--- src/rtl/snake_msg_rx_if.sv ---
// snake_pkg: shared SnakeWars types (direction encoding carried in 6-bit payloads).
// snake_msg_rx_if: UART RX FIFO read port, as seen by the message decoder.
//   rx_empty : FIFO empty flag (FIFO side drives)
//   r_data   : FIFO head byte, valid while rx_empty=0 (FIFO side drives)
//   rd_uart  : one-cycle pop strobe (decoder drives)
// Modports: master = FIFO side, slave = decoder side.

package snake_pkg;
    typedef enum logic [5:0] {
        NONE  = 6'd0,
        UP    = 6'd1,
        DOWN  = 6'd2,
        LEFT  = 6'd3,
        RIGHT = 6'd4
    } direction;
endpackage

interface snake_msg_rx_if;
    logic       rx_empty;
    logic [7:0] r_data;
    logic       rd_uart;

    modport master (output rx_empty, output r_data, input rd_uart);
    modport slave  (input rx_empty, input r_data, output rd_uart);
endinterface

--- src/rtl/snake_msg_rx.sv ---
// snake_msg_rx: SnakeWars receive-side message decoder.
// Drains the UART RX FIFO, parses opcode framing ([7:6] opcode, [5:0] payload;
// 00 error, 01 direction, 10 collision, 11 click + raw Y byte) and emits
// one-cycle event pulses with decoded payloads.
// Ports:
//   clk         : system clock
//   rst         : asynchronous active-low reset
//   en          : decode enable; when 0 bytes are still drained but no pulses
//                 or output updates occur
//   uart        : snake_msg_rx_if.slave (rx_empty, r_data in; rd_uart out)
//   dir_out     : last received direction      dir_valid   : pulse
//   coll_code   : last collision code          coll_valid  : pulse
//   click_x/y   : last click coordinates       click_valid : pulse
//   err         : pulse on opcode 00 or click second-byte timeout
//   busy        : high while the FSM is not in IDLE
// Optional feature macro SNAKE_RX_ERRCNT_EN: adds err_cnt[7:0], a saturating
// count of error events (counted even when en=0).

module snake_msg_rx
    import snake_pkg::*;
#(
    parameter int unsigned TIMEOUT_CYCLES = 100000
) (
    input  logic          clk,
    input  logic          rst,
    input  logic          en,
    snake_msg_rx_if.slave uart,
    output direction      dir_out,
    output logic          dir_valid,
    output logic [1:0]    coll_code,
    output logic          coll_valid,
    output logic [5:0]    click_x,
    output logic [7:0]    click_y,
    output logic          click_valid,
    output logic          err,
    output logic          busy
`ifdef SNAKE_RX_ERRCNT_EN
    ,
    output logic [7:0]    err_cnt
`endif
);

    localparam int unsigned CNT_W = $clog2(TIMEOUT_CYCLES + 1);
    localparam logic [CNT_W-1:0] CNT_LAST = CNT_W'(TIMEOUT_CYCLES - 1);

    typedef enum logic [1:0] {IDLE, POP_HDR, WAIT_Y, POP_Y} state_t;

    state_t           state_q;
    logic [7:0]       hdr_q;
    logic [5:0]       x_q;
    logic [7:0]       y_q;
    logic [CNT_W-1:0] cnt_q;
    logic             rd_q;
    logic             busy_q;
    direction         dir_q;
    logic             dir_valid_q;
    logic [1:0]       coll_q;
    logic             coll_valid_q;
    logic [5:0]       click_x_q;
    logic [7:0]       click_y_q;
    logic             click_valid_q;
    logic             err_q;

    always_ff @(posedge clk or negedge rst) begin
        if (!rst) begin
            state_q       <= IDLE;
            hdr_q         <= '0;
            x_q           <= '0;
            y_q           <= '0;
            cnt_q         <= '0;
            rd_q          <= 1'b0;
            busy_q        <= 1'b0;
            dir_q         <= NONE;
            dir_valid_q   <= 1'b0;
            coll_q        <= '0;
            coll_valid_q  <= 1'b0;
            click_x_q     <= '0;
            click_y_q     <= '0;
            click_valid_q <= 1'b0;
            err_q         <= 1'b0;
        end else begin
            rd_q          <= 1'b0;
            dir_valid_q   <= 1'b0;
            coll_valid_q  <= 1'b0;
            click_valid_q <= 1'b0;
            err_q         <= 1'b0;
            case (state_q)
                IDLE: begin
                    if (!uart.rx_empty) begin
                        hdr_q   <= uart.r_data;
                        rd_q    <= 1'b1;
                        busy_q  <= 1'b1;
                        state_q <= POP_HDR;
                    end
                end
                POP_HDR: begin
                    state_q <= IDLE;
                    busy_q  <= 1'b0;
                    case (hdr_q[7:6])
                        2'b01: begin
                            if (en) begin
                                dir_q       <= direction'(hdr_q[5:0]);
                                dir_valid_q <= 1'b1;
                            end
                        end
                        2'b10: begin
                            if (en) begin
                                coll_q       <= hdr_q[1:0];
                                coll_valid_q <= 1'b1;
                            end
                        end
                        2'b00: err_q <= en;
                        2'b11: begin
                            x_q     <= hdr_q[5:0];
                            cnt_q   <= '0;
                            busy_q  <= 1'b1;
                            state_q <= WAIT_Y;
                        end
                    endcase
                end
                WAIT_Y: begin
                    if (!uart.rx_empty) begin
                        y_q     <= uart.r_data;
                        rd_q    <= 1'b1;
                        state_q <= POP_Y;
                    end else if (cnt_q == CNT_LAST) begin
                        // Second click byte never arrived: drop x, report error.
                        err_q   <= en;
                        busy_q  <= 1'b0;
                        state_q <= IDLE;
                    end else if (cnt_q != '1) begin
                        cnt_q <= cnt_q + 1'b1;
                    end
                end
                POP_Y: begin
                    state_q <= IDLE;
                    busy_q  <= 1'b0;
                    if (en) begin
                        click_x_q     <= x_q;
                        click_y_q     <= y_q;
                        click_valid_q <= 1'b1;
                    end
                end
                default: begin
                    state_q <= IDLE;
                    busy_q  <= 1'b0;
                end
            endcase
        end
    end

    assign uart.rd_uart = rd_q;
    assign busy         = busy_q;
    assign dir_out      = dir_q;
    assign dir_valid    = dir_valid_q;
    assign coll_code    = coll_q;
    assign coll_valid   = coll_valid_q;
    assign click_x      = click_x_q;
    assign click_y      = click_y_q;
    assign click_valid  = click_valid_q;
    assign err          = err_q;

`ifdef SNAKE_RX_ERRCNT_EN
    // Error event independent of en, so suppressed errors are still counted.
    logic       err_evt;
    logic [7:0] err_cnt_q;

    assign err_evt = ((state_q == POP_HDR) && (hdr_q[7:6] == 2'b00)) ||
                     ((state_q == WAIT_Y) && uart.rx_empty && (cnt_q == CNT_LAST));

    always_ff @(posedge clk or negedge rst) begin
        if (!rst) begin
            err_cnt_q <= '0;
        end else if (err_evt && (err_cnt_q != '1)) begin
            err_cnt_q <= err_cnt_q + 1'b1;
        end
    end

    assign err_cnt = err_cnt_q;
`endif

endmodule

--- src/flat_wrapper.sv ---
// flat-port wrapper written by rule: the top's interface ports become plain ports
module snake_msg_rx_flat import snake_pkg::*;
#(
    parameter int unsigned TIMEOUT_CYCLES = 100000
)
  (clk, rst, en, dir_out, dir_valid, coll_code, coll_valid, click_x, click_y, click_valid, err, busy, uart_rx_empty, uart_r_data, uart_rd_uart);
  snake_msg_rx_if uart_i ();
  input  logic clk;
  input  logic rst;
  input  logic en;
  output direction dir_out;
  output logic dir_valid;
  output logic [1:0] coll_code;
  output logic coll_valid;
  output logic [5:0] click_x;
  output logic [7:0] click_y;
  output logic click_valid;
  output logic err;
  output logic busy;
  input wire logic [$bits(uart_i.rx_empty)-1:0] uart_rx_empty;
  input wire logic [$bits(uart_i.r_data)-1:0] uart_r_data;
  output wire logic [$bits(uart_i.rd_uart)-1:0] uart_rd_uart;
  assign uart_i.rx_empty = uart_rx_empty;
  assign uart_i.r_data = uart_r_data;
  assign uart_rd_uart = uart_i.rd_uart;
  snake_msg_rx #(.TIMEOUT_CYCLES(TIMEOUT_CYCLES)) u_core (.clk(clk), .rst(rst), .en(en), .uart(uart_i), .dir_out(dir_out), .dir_valid(dir_valid), .coll_code(coll_code), .coll_valid(coll_valid), .click_x(click_x), .click_y(click_y), .click_valid(click_valid), .err(err), .busy(busy));
endmodule
--- config.mk ---
export PLATFORM = sky130hd
export DESIGN_NAME = snake_msg_rx_flat
export DESIGN_NICKNAME = d
export VERILOG_FILES = /design/src/rtl/snake_msg_rx_if.sv /design/src/rtl/snake_msg_rx.sv /design/src/flat_wrapper.sv
export SDC_FILE = /design/constraint.sdc
export NUM_CORES = 1
export LEC_CHECK = 0
export BUFFER_PORTS_ARGS = -buffer_cell sky130_fd_sc_hd__buf_4
export CORE_ASPECT_RATIO = 1.25
export CORE_MARGIN = 3
export CORE_UTILIZATION = 47
export DETAILED_ROUTE_END_ITERATION = 8
export GPL_TIMING_DRIVEN = 0
export HOLD_SLACK_MARGIN = 0.06
export PLACE_DENSITY = 0.67
export SYNTH_ARGS = -nofsm -noshare
export SYNTH_HDL_FRONTEND = slang
export SYNTH_SLANG_ARGS = --single-unit
--- constraint.sdc ---
create_clock -name clk -period 2.8 [get_ports clk]
set_input_delay 0.56 -clock clk [delete_from_list [all_inputs] [get_ports clk]]
set_output_delay 0.56 -clock clk [all_outputs]
set_load 0.03 [all_outputs]
# Word level (Yosys, flattened, before mapping)

Cells that the tools add are included.

$add $sub $neg: 1
Reductions and logical operators: 13
Bitwise operators: 1
Eq/ne operators: 15
Multiplexer cells: 27

Operator list:

| operator                | count |
|---|---|
| $mux W17                | 4 |
| $pmux W17 S2            | 1 |
| $add A17 B1 Y17 const B | 1 |
| $eq A17 B17 Y1 const B  | 1 |
| $ne A17 B17 Y1 const B  | 1 |
| $mux W1                 | 15 |
| $reduce_and A2 Y1       | 5 |
| $reduce_and A3 Y1       | 3 |
| $eq A2 B2 Y1 const B    | 4 |
| $mux W2                 | 4 |
| $ne A2 B2 Y1 const B    | 4 |
| $pmux W2 S4             | 1 |
| $reduce_and A5 Y1       | 1 |
| $eq A2 B1 Y1 const B    | 2 |
| $logic_not A2 Y1        | 2 |
| $ne A2 B1 Y1 const B    | 2 |
| $pmux W1 S4             | 1 |
| $ne A3 B2 Y1 const B    | 1 |
| $pmux W1 S2             | 1 |
| $reduce_bool A2 Y1      | 1 |
| $reduce_or A2 Y1        | 1 |
| $not A1 Y1              | 1 |

Logic and storage cells: 72
Output and inout bits: 28
Bits of input ports: 12
Flip-flop bits (word level): 69

# Depth between registers and ports, before layout

Gate-level depths: netlist of the first run.

Word-level depth: 5
Mapped depth: 13
Gate-level depth less buffers: 10

# Worst setup path before layout of the first run

Ideal clock, no wire load.

Kind: register -> register
Start point: register u_core.cnt_q[0]
End point: register u_core.cnt_q[11]
Buffers on the path: 3
Path slack: 0.348 ns
Arrival time: 2.342 ns
Stages on the path, launching flop included: 14
Required time: 2.690 ns
Clock period less this slack: 2.452 ns
Setup time: 0.110 ns
Path through: dfrtp_1 ha_1 and4_4 buf_6 and2_1 nand2_1 nor3_1 ha_1 and3b_1 o21ai_0 buf_2 buf_2 o21ai_0 o41ai_1

Word-level cells in the longest chain between the ends: 5
Elaborated cells on any way between the ends: 10
Classes of those cells: add/sub (1); eq/ne (4); mux (4); reduce/logical (1)

Ends and longest elaborated chain:

| item                     | RTL line            | RTL |
|---|---|---|
| start: declaration       | snake_msg_rx.sv:52  | `logic [CNT_W-1:0] cnt_q;` |
| start signal: assignment | snake_msg_rx.sv:132 | `cnt_q <= cnt_q + 1'b1;` |
| $add A17 B1 Y17          | snake_msg_rx.sv:132 |  |
| $mux W17                 | snake_msg_rx.sv:131 | `end else if (cnt_q != '1) begin` |
| $mux W17                 | snake_msg_rx.sv:126 | `end else if (cnt_q == CNT_LAST) begin` |
| $mux W17                 | snake_msg_rx.sv:122 | `if (!uart.rx_empty) begin` |
| $pmux W17 S2             | snake_msg_rx.sv:87  | `case (state_q)` |

Parallel ways exist; a longest one is shown, timed or not. The select of a mux whose other input is x is not followed.
A chain may end at the register's enable or synchronous reset.

# Worst setup path in the final report of the first run

Start point: register u_core.cnt_q[1]
End point: register u_core.cnt_q[2]

Same word-level chain as after synthesis.

==> results.tsv, run 1 <==
stage	metric	value	unit
route	DRT Wirelength	6.49	mm
timing	Worst-Margin Slew	0.852	ns
timing	RSZ-0062 raised after global routing	false	
min_path	worst hold path type	in -> async	
critical_path	CP max FO	10	
critical_path	Worst Path Arrival	2.81	ns
critical_path	worst-path cell chain	ha_2, and4_4, buf_6, and2_4, nand2_1, nor3_2, ha_1, and3b_1, nand2_1, clkbuf_4, nor3b_1, a211o_1	
global_route	antenna violations before repair	0	
route	DRT iter0 DRCs	87	
place	Port-buffer cells	39	
final_layout	Layout Nets	341	
place	hpwl dp	4.39	mm
clocking	CTS tree	yes	
critical_path	CP endpoint kind	register	
clocking	CTS root buffer	clkbuf_8	
yosys	Post-synth EDFFs	0	
yosys	sequential fraction of the synthesis area	0.555	
timing	clock skew	0.0135	ns
floorplan	core area	6290	um2
yosys	flops & latches, synth	69	
floorplan	die height	96.9	um
timing	fmax	386	MHz
place	DP Area	3510	um2
clocking	TritonCTS Buffers	9	
route	Detail Route Antenna Nets	0	
pwr	Comb pwr share	0.395	
floorplan	Initial Util	0.495	
yosys	Synth Instances	267	
global_route	pin count of the biggest net entering global routing	70	
pwr	P_leak	1.78	nW
final_layout	post-route cell area	3770	um2
route	First-pass DRT Iterations	4	
route	drt wl/cell	15.7	um
clocking	CTS Sinks	69	
final_layout	Final Core Density	0.600	
pwr	clock network fraction of total power	0.200	
pwr	sequential power share	0.405	
critical_path	most frequent CP cell	nand2_1	
timing	Hold Fails Final Rpt	0	
yosys	Synth async-reset ratio	1.00	
place	post-placement worst setup slack	-0.124	ns
run_status	run status	finished, final reports clean	
floorplan	Die Width	78.8	um
clocking	clk_lat worst skew	0.34	ns
global_route	vias in the first global route	2315	
final_layout	share of layout cells above drive strength 1	0.354	
critical_path	crit path max-delay cell type	dfrtp_1	
pwr	switching share of power	0.375	
pwr	Pint	2.53	mW
clocking	H-tree lvl count	3	
floorplan	DIE AREA	7630	um2
place	routability cong.	0.839	
global_route	all-layer global routing usage	0.187	
clocking	cts hold-fix bufs	0	
critical_path	Startpoint Class	register	
yosys	Post-synth top flop	dfrtp_1	
route	via count	2294	
timing	Final Slew Violations	0	
yosys	Warnings, synthesis	0	
route	routed vias/inst	5.55	
critical_path	Worst path max stage delay	0.40	ns
critical_path	Crit Path Class	reg -> reg	
floorplan	io pins	40	
global_route	global route overflow	0	
pwr	Max VDD drop	421	uV
clocking	Clock Path Buffers	2	
timing	Final min period	2.59	ns
yosys	Post-Syn Nets	285	
timing	final worst slack	0.212	ns
timing	max_slew headroom	0.432	
run	Max-Cap Viols	0	
timing	endpoints failing setup	0	
yosys	synthesized area per cell	11.6	um2
final_layout	Layout fillers	541	
pwr	Power Density	1070	nW/um2
yosys	Cell variety after synth	43	
final_layout	synth-to-layout area growth	21.3	%
critical_path	WP data required	3.02	ns
global_route	first-pass GRT wire length	11.1	mm
route	drt drc	0	
timing	fin crit share	0.924	
yosys	synthesized area	3110	um2
clocking	Reg clk slew, reported paths	0.07	ns
timing	hold slack final	0.331	ns
final_layout	ant diodes	0	
floorplan	Core Rows	32	
pwr	Psw	1.51	mW
[critical path: cells and delay by family (launching register included)]
family / cells / cell delay (ns)
simple gates: 7 / 1.05
flops: 1 / 0.40
fa+ha+maj: 2 / 0.38
buf+inv: 2 / 0.37
compound gates: 1 / 0.28
[per-layer routing]
layer | share of wire | wire [um] | vias to the layer above | track usage
met5 | 0 | 0 | - | 0
met4 | 0.0097 | 63 | 0 | 0.0767
met3 | 0.044 | 286 | 4 | 0.0531
met2 | 0.52 | 3380 | 49 | 0.313
met1 | 0.42 | 2750 | 1154 | 0.223
li1 | - | - | 1087 | -
[stage by stage]
| stage | power, mW | TNS (ns) | std cells |
|---|---|---|---|
| 2_1_floorplan | 2.65 | 0 | 267 |
| 3_3_place_gp | 3.16 | -1.00 | 391 |
| 3_5_place_dp | 3.19 | -0.744 | 391 |
| 4_1_cts | 4.06 | 0 | 410 |
| 5_1_grt | 4.31 | 0 | 413 |
| 6_report | 4.04 | 0 | 413 |
[cells by family (layout without fill, tap and decap cells)]
kind of cell | after synthesis | after routing | synth area share
and+or+nand+nor | 88 | 88 | 0.147
DFF | 69 | 69 | 0.555
AOI/OAI and AO/OA | 46 | 46 | 0.104
muxes | 38 | 38 | 0.138
buffers and inverters | 20 | 81 | 0.0318
adders and majority gates | 6 | 6 | 0.0241
[placed cells by master, fill, tap and decap left out, types with 2 or more instances in the layout]
cell type / Yosys / final
clkbuf_8: 0 / 10
and3_1: 3 / 3
ha_1: 6 / 5
a211o_1: 2 / 2
nor3_1: 4 / 3
mux2_2: 38 / 38
nor2_1: 4 / 4
clkinv_4: 0 / 2
nand2_1: 40 / 40
or4_1: 3 / 3
o41ai_1: 3 / 3
o211ai_1: 3 / 3
o32ai_1: 2 / 2
nand4_1: 3 / 3
buf_2: 7 / 4
inv_1: 6 / 6
o21ai_0: 14 / 13
a41oi_1: 3 / 3
nor4b_1: 2 / 2
a31oi_1: 3 / 3
buf_6: 2 / 2
clkbuf_1: 5 / 6
o31ai_1: 4 / 4
nand3_1: 13 / 13
a21oi_1: 5 / 5
dfrtp_1: 69 / 69
buf_4: 0 / 47
and4_4: 2 / 2
a2bb2oi_1: 2 / 2
and2_1: 3 / 2
[path summary, 6_finish.rpt]
check | from | end | slack [ns] | cells after the start
max in group asynchronous | rst | u_core.click_x[4]$_DFFE_PN0P_ | 1.92 | 1
max | u_core.cnt_q[1]$_DFFE_PN0P_ | u_core.cnt_q[2]$_DFFE_PN0P_ | 0.21 | 12
min reg2reg | u_core.dir_out[4]$_DFFE_PN0P_ | u_core.dir_out[4]$_DFFE_PN0P_ | 0.48 | 2
min | rst | u_core.click_valid$_DFF_PN0_ | 0.33 | 1
max reg2reg | u_core.cnt_q[1]$_DFFE_PN0P_ | u_core.cnt_q[2]$_DFFE_PN0P_ | 0.21 | 12
min in group clk | uart_r_data[6] | u_core.hdr_q[6]$_DFFE_PN0P_ | 0.45 | 2
[power by group through the flow]
stage / registers (mW) / clock network [mW] / logic (mW)
2_1_floorplan: 1.95 / 0 / 0.703
3_3_place_gp: 1.64 / 0 / 1.51
3_5_place_dp: 1.66 / 0 / 1.54
4_1_cts: 1.64 / 0.824 / 1.60
5_1_grt: 1.70 / 0.875 / 1.73
6_report: 1.64 / 0.809 / 1.59
[state kept, by name, indices dropped and copies added (netlist names), 2 cells and up]
signal	count
u_core.y_q	8
u_core.click_y	8
u_core.click_x	6
u_core.x_q	6
u_core.dir_out	6
u_core.state_q	2
u_core.hdr_q	8
u_core.coll_code	2
u_core.cnt_q	17
[Yosys cell counts (all sizes together) (3+ instances only)]
master | n | area [um2]
dfrtp | 69 | 1730
nand2 | 40 | 150
mux2 | 38 | 428
nand3 | 14 | 75.1
o21ai | 14 | 70.1
buf | 9 | 57.6
ha | 6 | 75.1
inv | 6 | 22.5
a21oi | 5 | 25.0
clkbuf | 5 | 18.8
and4 | 4 | 41.3
nor2 | 4 | 15.0
nor3 | 4 | 20.0
o31ai | 4 | 30.0
a31oi | 3 | 18.8
a41oi | 3 | 26.3
and2 | 3 | 18.8
and3 | 3 | 18.8
nand4 | 3 | 18.8
o211ai | 3 | 22.5
o41ai | 3 | 26.3
or4 | 3 | 22.5
[layout make-up]
cell class	count	area, um2	area share
clock buffer	11	141	0.0375
tap	85	106	0.0282
sequential	69	1730	0.458
multi-input combinational	178	1290	0.343
timing repair buffer	45	338	0.0896
buffer	14	83.8	0.0222
inverter	6	22.5	0.00597
clock inverter	5	60.1	0.0159
[what timing repair did]
item | 4_1_cts | 5_1_grt
resized for setup | 2 | 5
endpoints found under the setup margin | 12 | 17
setup buffers | 3 | 3
Power figures use the tool's default switching activity.
==> inputs of run 2 (changes only) <==
--- a/config.mk
+++ b/config.mk
@@ -10,7 +10,6 @@
 export CORE_MARGIN = 3
 export CORE_UTILIZATION = 47
 export DETAILED_ROUTE_END_ITERATION = 8
-export GPL_TIMING_DRIVEN = 0
 export HOLD_SLACK_MARGIN = 0.06
 export PLACE_DENSITY = 0.67
 export SYNTH_ARGS = -nofsm -noshare
==> results.tsv, run 2 (same netlist as run 1, synthesis figures left out) <==
stage	metric	value	unit	change
route	via count	2205		-3.9%
timing	endpoints failing setup	0		unchanged
pwr	P_leak	1.74	nW	-2.2%
route	drt drc	0		unchanged
clocking	H-tree lvl count	3		unchanged
timing	final worst slack	0.167	ns	-0.0452 ns
place	Port-buffer cells	39		unchanged
place	routability cong.	0.844		+0.58%
route	Detail Route Antenna Nets	0		unchanged
final_layout	Layout Nets	328		-3.8%
min_path	worst hold path type	in -> async		
final_layout	synth-to-layout area growth	19.1	%	
critical_path	crit-path leading delay family	simple AND/OR/NAND/NOR gates		
critical_path	Worst path max stage delay	0.43	ns	+0.03 ns
route	First-pass DRT Iterations	4		unchanged
critical_path	worst-path cell chain	ha_1, and4_4, and2_1, nand2_1, nor3_2, ha_1, and3b_1, o21ai_1, buf_4, nor3_1, a221o_1		
critical_path	Startpoint Class	register		
floorplan	core area	6290	um2	unchanged
timing	Final Slew Violations	0		unchanged
critical_path	crit path max-delay cell type	dfrtp_1		
clocking	CTS root buffer	clkbuf_8		
run	Max-Cap Viols	0		unchanged
final_layout	ant diodes	0		unchanged
global_route	global route overflow	0		unchanged
timing	RSZ-0062 raised after global routing	false		
final_layout	share of layout cells above drive strength 1	0.337		-0.0172
floorplan	die height	96.9	um	unchanged
critical_path	CP endpoint kind	register		
critical_path	Worst Path Arrival	2.86	ns	+0.05 ns
floorplan	io pins	40		unchanged
clocking	TritonCTS Buffers	9		unchanged
global_route	vias in the first global route	2196		-5.1%
run_status	run status	finished, final reports clean		
route	DRT iter0 DRCs	89		+2.3%
clocking	CTS Sinks	69		unchanged
final_layout	commonest non-fill, non-tap cells in the layout	69 x dfrtp_1, 45 x buf_4, 40 x nand2_1, 38 x mux2_2		
global_route	first-pass GRT wire length	10.3	mm	-7.3%
final_layout	post-route cell area	3700	um2	-1.9%
clocking	Reg clk slew, reported paths	0.08	ns	about the same
timing	Final min period	2.63	ns	+0.0452 ns
timing	max_slew headroom	0.447		+0.0146
global_route	antenna violations before repair	0		unchanged
place	DP Area	3470	um2	-1.1%
clocking	cts hold-fix bufs	0		unchanged
place	hpwl dp	4.21	mm	-4.2%
clocking	CTS tree	yes		
floorplan	Die Width	78.8	um	unchanged
timing	clock skew	0.00789	ns	-0.00562 ns
timing	hold slack final	0.325	ns	-0.00563 ns
timing	Hold Fails Final Rpt	0		unchanged
final_layout	max reg flops	17		unchanged
final_layout	most common cell after layout, fill and taps aside	dfrtp_1		
clocking	Clock Path Buffers	2		unchanged
global_route	all-layer global routing usage	0.172		-0.0151
place	post-placement worst setup slack	0.117	ns	+0.241 ns
floorplan	Core Rows	32		unchanged
timing	Setup TNS	0	ns	unchanged
route	routed vias/inst	5.51		-0.76%
timing	fin crit share	0.940		+0.0162
critical_path	critical path buffer and inverter count	1		-1
global_route	pin count of the biggest net entering global routing	70		unchanged
final_layout	Layout fillers	545		+0.74%
floorplan	Initial Util	0.495		unchanged
timing	Worst-Margin Slew	0.830	ns	-0.0219 ns
timing	fmax	380	MHz	-1.7%
critical_path	CP max FO	10		unchanged
pwr	Max VDD drop	419	uV	-0.59%
pwr	Power Density	1100	nW/um2	+2.7%
floorplan	DIE AREA	7630	um2	unchanged
clocking	clk_lat worst skew	0.34	ns	about the same
route	drt wl/cell	15.7	um	-0.16%
critical_path	Crit Path Class	reg -> reg		
critical_path	WP data required	3.03	ns	about the same
route	DRT Wirelength	6.27	mm	-3.3%
critical_path	most frequent CP cell	ha_1		
final_layout	Largest Register	u_core.cnt_q		
## run 2: cell type report
class	count	area (um2)	area share
Inverter	6	22.5	0.00608
Clock inverter	6	87.6	0.0237
Sequential cell	69	1730	0.466
Tap cell	85	106	0.0287
Multi-Input combinational cell	178	1290	0.348
Timing Repair Buffer	46	343	0.0926
Clock buffer	10	128	0.0345
## run 2: path summary, 6_finish.rpt
| path | endpoint | from | depth (start not counted) | slack (ns) |
|---|---|---|---|---|
| max in group asynchronous | u_core.cnt_q[2]$_DFFE_PN0P_ | rst | 1 | 1.94 |
| min in group clk | u_core.hdr_q[1]$_DFFE_PN0P_ | uart_r_data[1] | 2 | 0.46 |
| worst min-delay path | u_core.click_valid$_DFF_PN0_ | rst | 1 | 0.33 |
| worst min register to register | u_core.dir_out[3]$_DFFE_PN0P_ | u_core.dir_out[3]$_DFFE_PN0P_ | 2 | 0.48 |
| worst max-delay path | u_core.cnt_q[16]$_DFFE_PN0P_ | u_core.cnt_q[0]$_DFFE_PN0P_ | 11 | 0.17 |
| worst max register to register | u_core.cnt_q[16]$_DFFE_PN0P_ | u_core.cnt_q[0]$_DFFE_PN0P_ | 11 | 0.17 |
## run 2: repair_timing
| item | in CTS | in global routing |
|---|---|---|
| resized for setup | 0 | 4 |
| setup endpoints to repair | 0 | 6 |
| setup buffers | 0 | 1 |
## run 2: through the flow
step           utilization  instances  power, mW
2_1_floorplan            -        267       2.65
3_3_place_gp         0.552        382       3.16
3_5_place_dp         0.552        382       3.20
4_1_cts              0.586        398       4.08
5_1_grt              0.589        400       4.31
6_report             0.589        400       4.07
## run 2: report_power, final
part           internal [mW]  switching (mW)
clock                  0.502           0.373
combinational          0.684           0.884
sequential              1.38           0.245
## run 2: routing by layer
metal / global-route usage / wire length, um / share of wire
met1: 0.212 / 2710 / 0.43
met2: 0.281 / 3150 / 0.50
met4: 0.0875 / 88 / 0.014
met3: 0.0354 / 320 / 0.051
met5: 0 / 0 / 0
==> inputs of run 3 (changes only) <==
--- a/config.mk
+++ b/config.mk
@@ -12,6 +12,8 @@
 export DETAILED_ROUTE_END_ITERATION = 8
 export HOLD_SLACK_MARGIN = 0.06
 export PLACE_DENSITY = 0.67
+export RECOVER_POWER = 50
+export REMOVE_ABC_BUFFERS = 1
 export SYNTH_ARGS = -nofsm -noshare
 export SYNTH_HDL_FRONTEND = slang
 export SYNTH_SLANG_ARGS = --single-unit
==> results.tsv, run 3 (same netlist as run 1, synthesis figures left out) <==
stage	metric	value	unit	change
run_status	run status	complete, but fails checks		
run_status	failing checks	max-capacitance violations, max-slew violations		
pwr	P_leak	1.67	nW	-3.9%
final_layout	commonest non-fill, non-tap cells in the layout	68 x dfrtp_1, 40 x nand2_1, 38 x mux2_2, 31 x buf_4, 14 x clkbuf_1		
timing	Final Slew Violations	70		+70
global_route	pin count of the biggest net entering global routing	70		unchanged
floorplan	die height	96.9	um	unchanged
final_layout	share of layout cells above drive strength 1	0.293		-0.0435
final_layout	Layout Nets	327		-0.30%
timing	RSZ-0062 raised after global routing	false		
critical_path	Startpoint Class	register		
pwr	Power Density	1080	nW/um2	-1.3%
place	Port-buffer cells	39		unchanged
timing	fin crit share	0.931		-0.00934
pwr	Psw	1.49	mW	-0.65%
floorplan	DIE AREA	7630	um2	unchanged
final_layout	post-route cell area	3630	um2	-2.0%
clocking	CTS root buffer	clkbuf_8		
floorplan	Die Width	78.8	um	unchanged
clocking	Clock Path Buffers	2		unchanged
global_route	grt peak-use layer	met2		
clocking	CTS tree	yes		
pwr	Pint	2.44	mW	-4.8%
floorplan	Initial Util	0.495		unchanged
timing	clock skew	0.00488	ns	-0.00302 ns
timing	endpoints failing setup	0		unchanged
run	Max-Cap Viols	1		+1
global_route	vias in the first global route	2213		+0.77%
pwr	switching share of power	0.379		+0.0101
critical_path	crit path max-delay cell type	dfrtp_1		
clocking	CTS Sinks	69		unchanged
route	routed vias/inst	5.51		about the same
route	Detail Route Antenna Nets	0		unchanged
final_layout	synth-to-layout area growth	16.7	%	
global_route	first-pass GRT wire length	10.6	mm	+2.8%
min_path	worst hold path type	in -> reg		
critical_path	Worst Path Arrival	2.83	ns	-0.03 ns
critical_path	Crit Path Class	reg -> reg		
pwr	Max VDD drop	443	uV	+5.7%
critical_path	CP max FO	11		+1
route	via count	2198		-0.32%
pwr	Comb pwr share	0.380		-0.005
global_route	antenna violations before repair	0		unchanged
critical_path	worst-path cell chain	ha_1, and4_4, and2_1, nand2_1, nor3_1, ha_1, and3b_1, nand2_1, nor3b_1, a211o_1		
timing	Final min period	2.61	ns	-0.0262 ns
global_route	global routing usage on met1	0.229		+0.0178
pwr	Design Power	3.94	mW	-3.3%
clocking	TritonCTS Buffers	9		unchanged
timing	Hold Fails Final Rpt	0		unchanged
floorplan	Core Rows	32		unchanged
timing	final worst slack	0.193	ns	+0.0262 ns
floorplan	io pins	40		unchanged
timing	max_slew headroom	-0.111		-0.558
route	First-pass DRT Iterations	5		+1
floorplan	core area	6290	um2	unchanged
final_layout	most common cell after layout, fill and taps aside	dfrtp_1		
place	DP Area	3480	um2	+0.22%
critical_path	crit-path leading delay family	simple AND/OR/NAND/NOR gates		
timing	Setup TNS	0	ns	unchanged
timing	Worst-Margin Slew	1.67	ns	+0.837 ns
place	routability cong.	0.884		+4.8%
global_route	met2 global-route usage	0.281		unchanged
pwr	sequential power share	0.412		+0.012
final_layout	Largest Register	u_core.cnt_q		
clocking	clk_lat worst skew	0.34	ns	about the same
place	hpwl dp	4.18	mm	-0.58%
clocking	cts hold-fix bufs	0		unchanged
critical_path	Worst path max stage delay	0.40	ns	-0.03 ns
route	DRT iter0 DRCs	91		+2.2%
final_layout	final cell count without fillers	399		-0.25%
global_route	all-layer global routing usage	0.177		+0.00528
final_layout	Layout fillers	558		+2.4%
final_layout	max reg flops	17		unchanged
pwr	clock network fraction of total power	0.208		-0.007
place	cell count after placement	383		+0.26%
critical_path	critical path buffer and inverter count	0		-1
route	drt drc	0		unchanged
critical_path	WP data required	3.03	ns	about the same
clocking	Reg clk slew, reported paths	0.07	ns	about the same
final_layout	ant diodes	0		unchanged
timing	fmax	384	MHz	+1.0%
global_route	met3 usage	0.0279		-0.00745
place	post-placement worst setup slack	0.131	ns	+0.0130 ns
route	DRT Wirelength	6.25	mm	-0.38%
clocking	H-tree lvl count	3		unchanged
critical_path	CP endpoint kind	register		
global_route	global route overflow	0		unchanged
route	drt wl/cell	15.7	um	-0.13%
-- run 3: worst register-to-register path, cell delays in order (launching register included) --
cell,delay (ns)
dfrtp_1,0.40
ha_1,0.22
and4_4,0.30
and2_1,0.20
nand2_1,0.09
nor3_1,0.20
ha_1,0.17
and3b_1,0.20
nand2_1,0.33
nor3b_1,0.11
a211o_1,0.27
-- run 3: routing by layer --
metal,part of all wire,vias to the layer above,wire (um)
met5,0,-,0
met4,0.020,0,122
met3,0.043,10,271
met2,0.48,54,3010
met1,0.46,1073,2840
li1,-,1061,-
-- run 3: layout make-up --
class / count / area, um2 / share of cell area
sequential: 69 / 1730 / 0.476
inverter: 6 / 22.5 / 0.00621
timing repair buffer: 45 / 287 / 0.0790
clock buffer: 11 / 141 / 0.0390
multi-input combinational: 178 / 1280 / 0.354
tap: 85 / 106 / 0.0293
clock inverter: 5 / 60.1 / 0.0166
-- run 3: metrics by stage --
step | hold slack, ns | util
final | 0.460 | 0.577
after floorplan | 0.264 | -
after CTS | 0.351 | 0.585
after global placement | 0.461 | 0.553
after detailed placement | 0.468 | 0.553
after global routing | 0.450 | 0.577
-- run 3: worst paths after layout --
path	from	endpoint	slack (ns)	cells past startpoint
worst max-delay path	u_core.cnt_q[1]$_DFFE_PN0P_	u_core.cnt_q[2]$_DFFE_PN0P_	0.19	10
worst min-delay path	uart_r_data[2]	u_core.hdr_q[2]$_DFFE_PN0P_	0.46	2
worst max register to register	u_core.cnt_q[1]$_DFFE_PN0P_	u_core.cnt_q[2]$_DFFE_PN0P_	0.19	10
worst min register to register	u_core.dir_out[0]$_DFFE_PN0P_	u_core.dir_out[0]$_DFFE_PN0P_	0.48	2
max in group asynchronous	rst	u_core.cnt_q[0]$_DFFE_PN0P_	1.06	1
min in group asynchronous	rst	u_core.click_x[0]$_DFFE_PN0P_	0.65	1
-- run 3: power groups by stage --
stage | combinational (mW) | clock (mW) | sequential, mW
CTS | 1.57 | 0.837 | 1.62
finish | 1.50 | 0.817 | 1.62
floorplan | 0.671 | 0 | 1.95
global placement | 1.54 | 0 | 1.63
detailed placement | 1.57 | 0 | 1.64
global route | 1.62 | 0.882 | 1.68
-- run 3: repair_timing --
| action | in CTS | in global routing |
|---|---|---|
| endpoints found under the setup margin | 0 | 2 |
| resized for setup | 0 | 2 |
| buffers inserted | 0 | 0 |
| hold endpoints to repair | 0 | 0 |
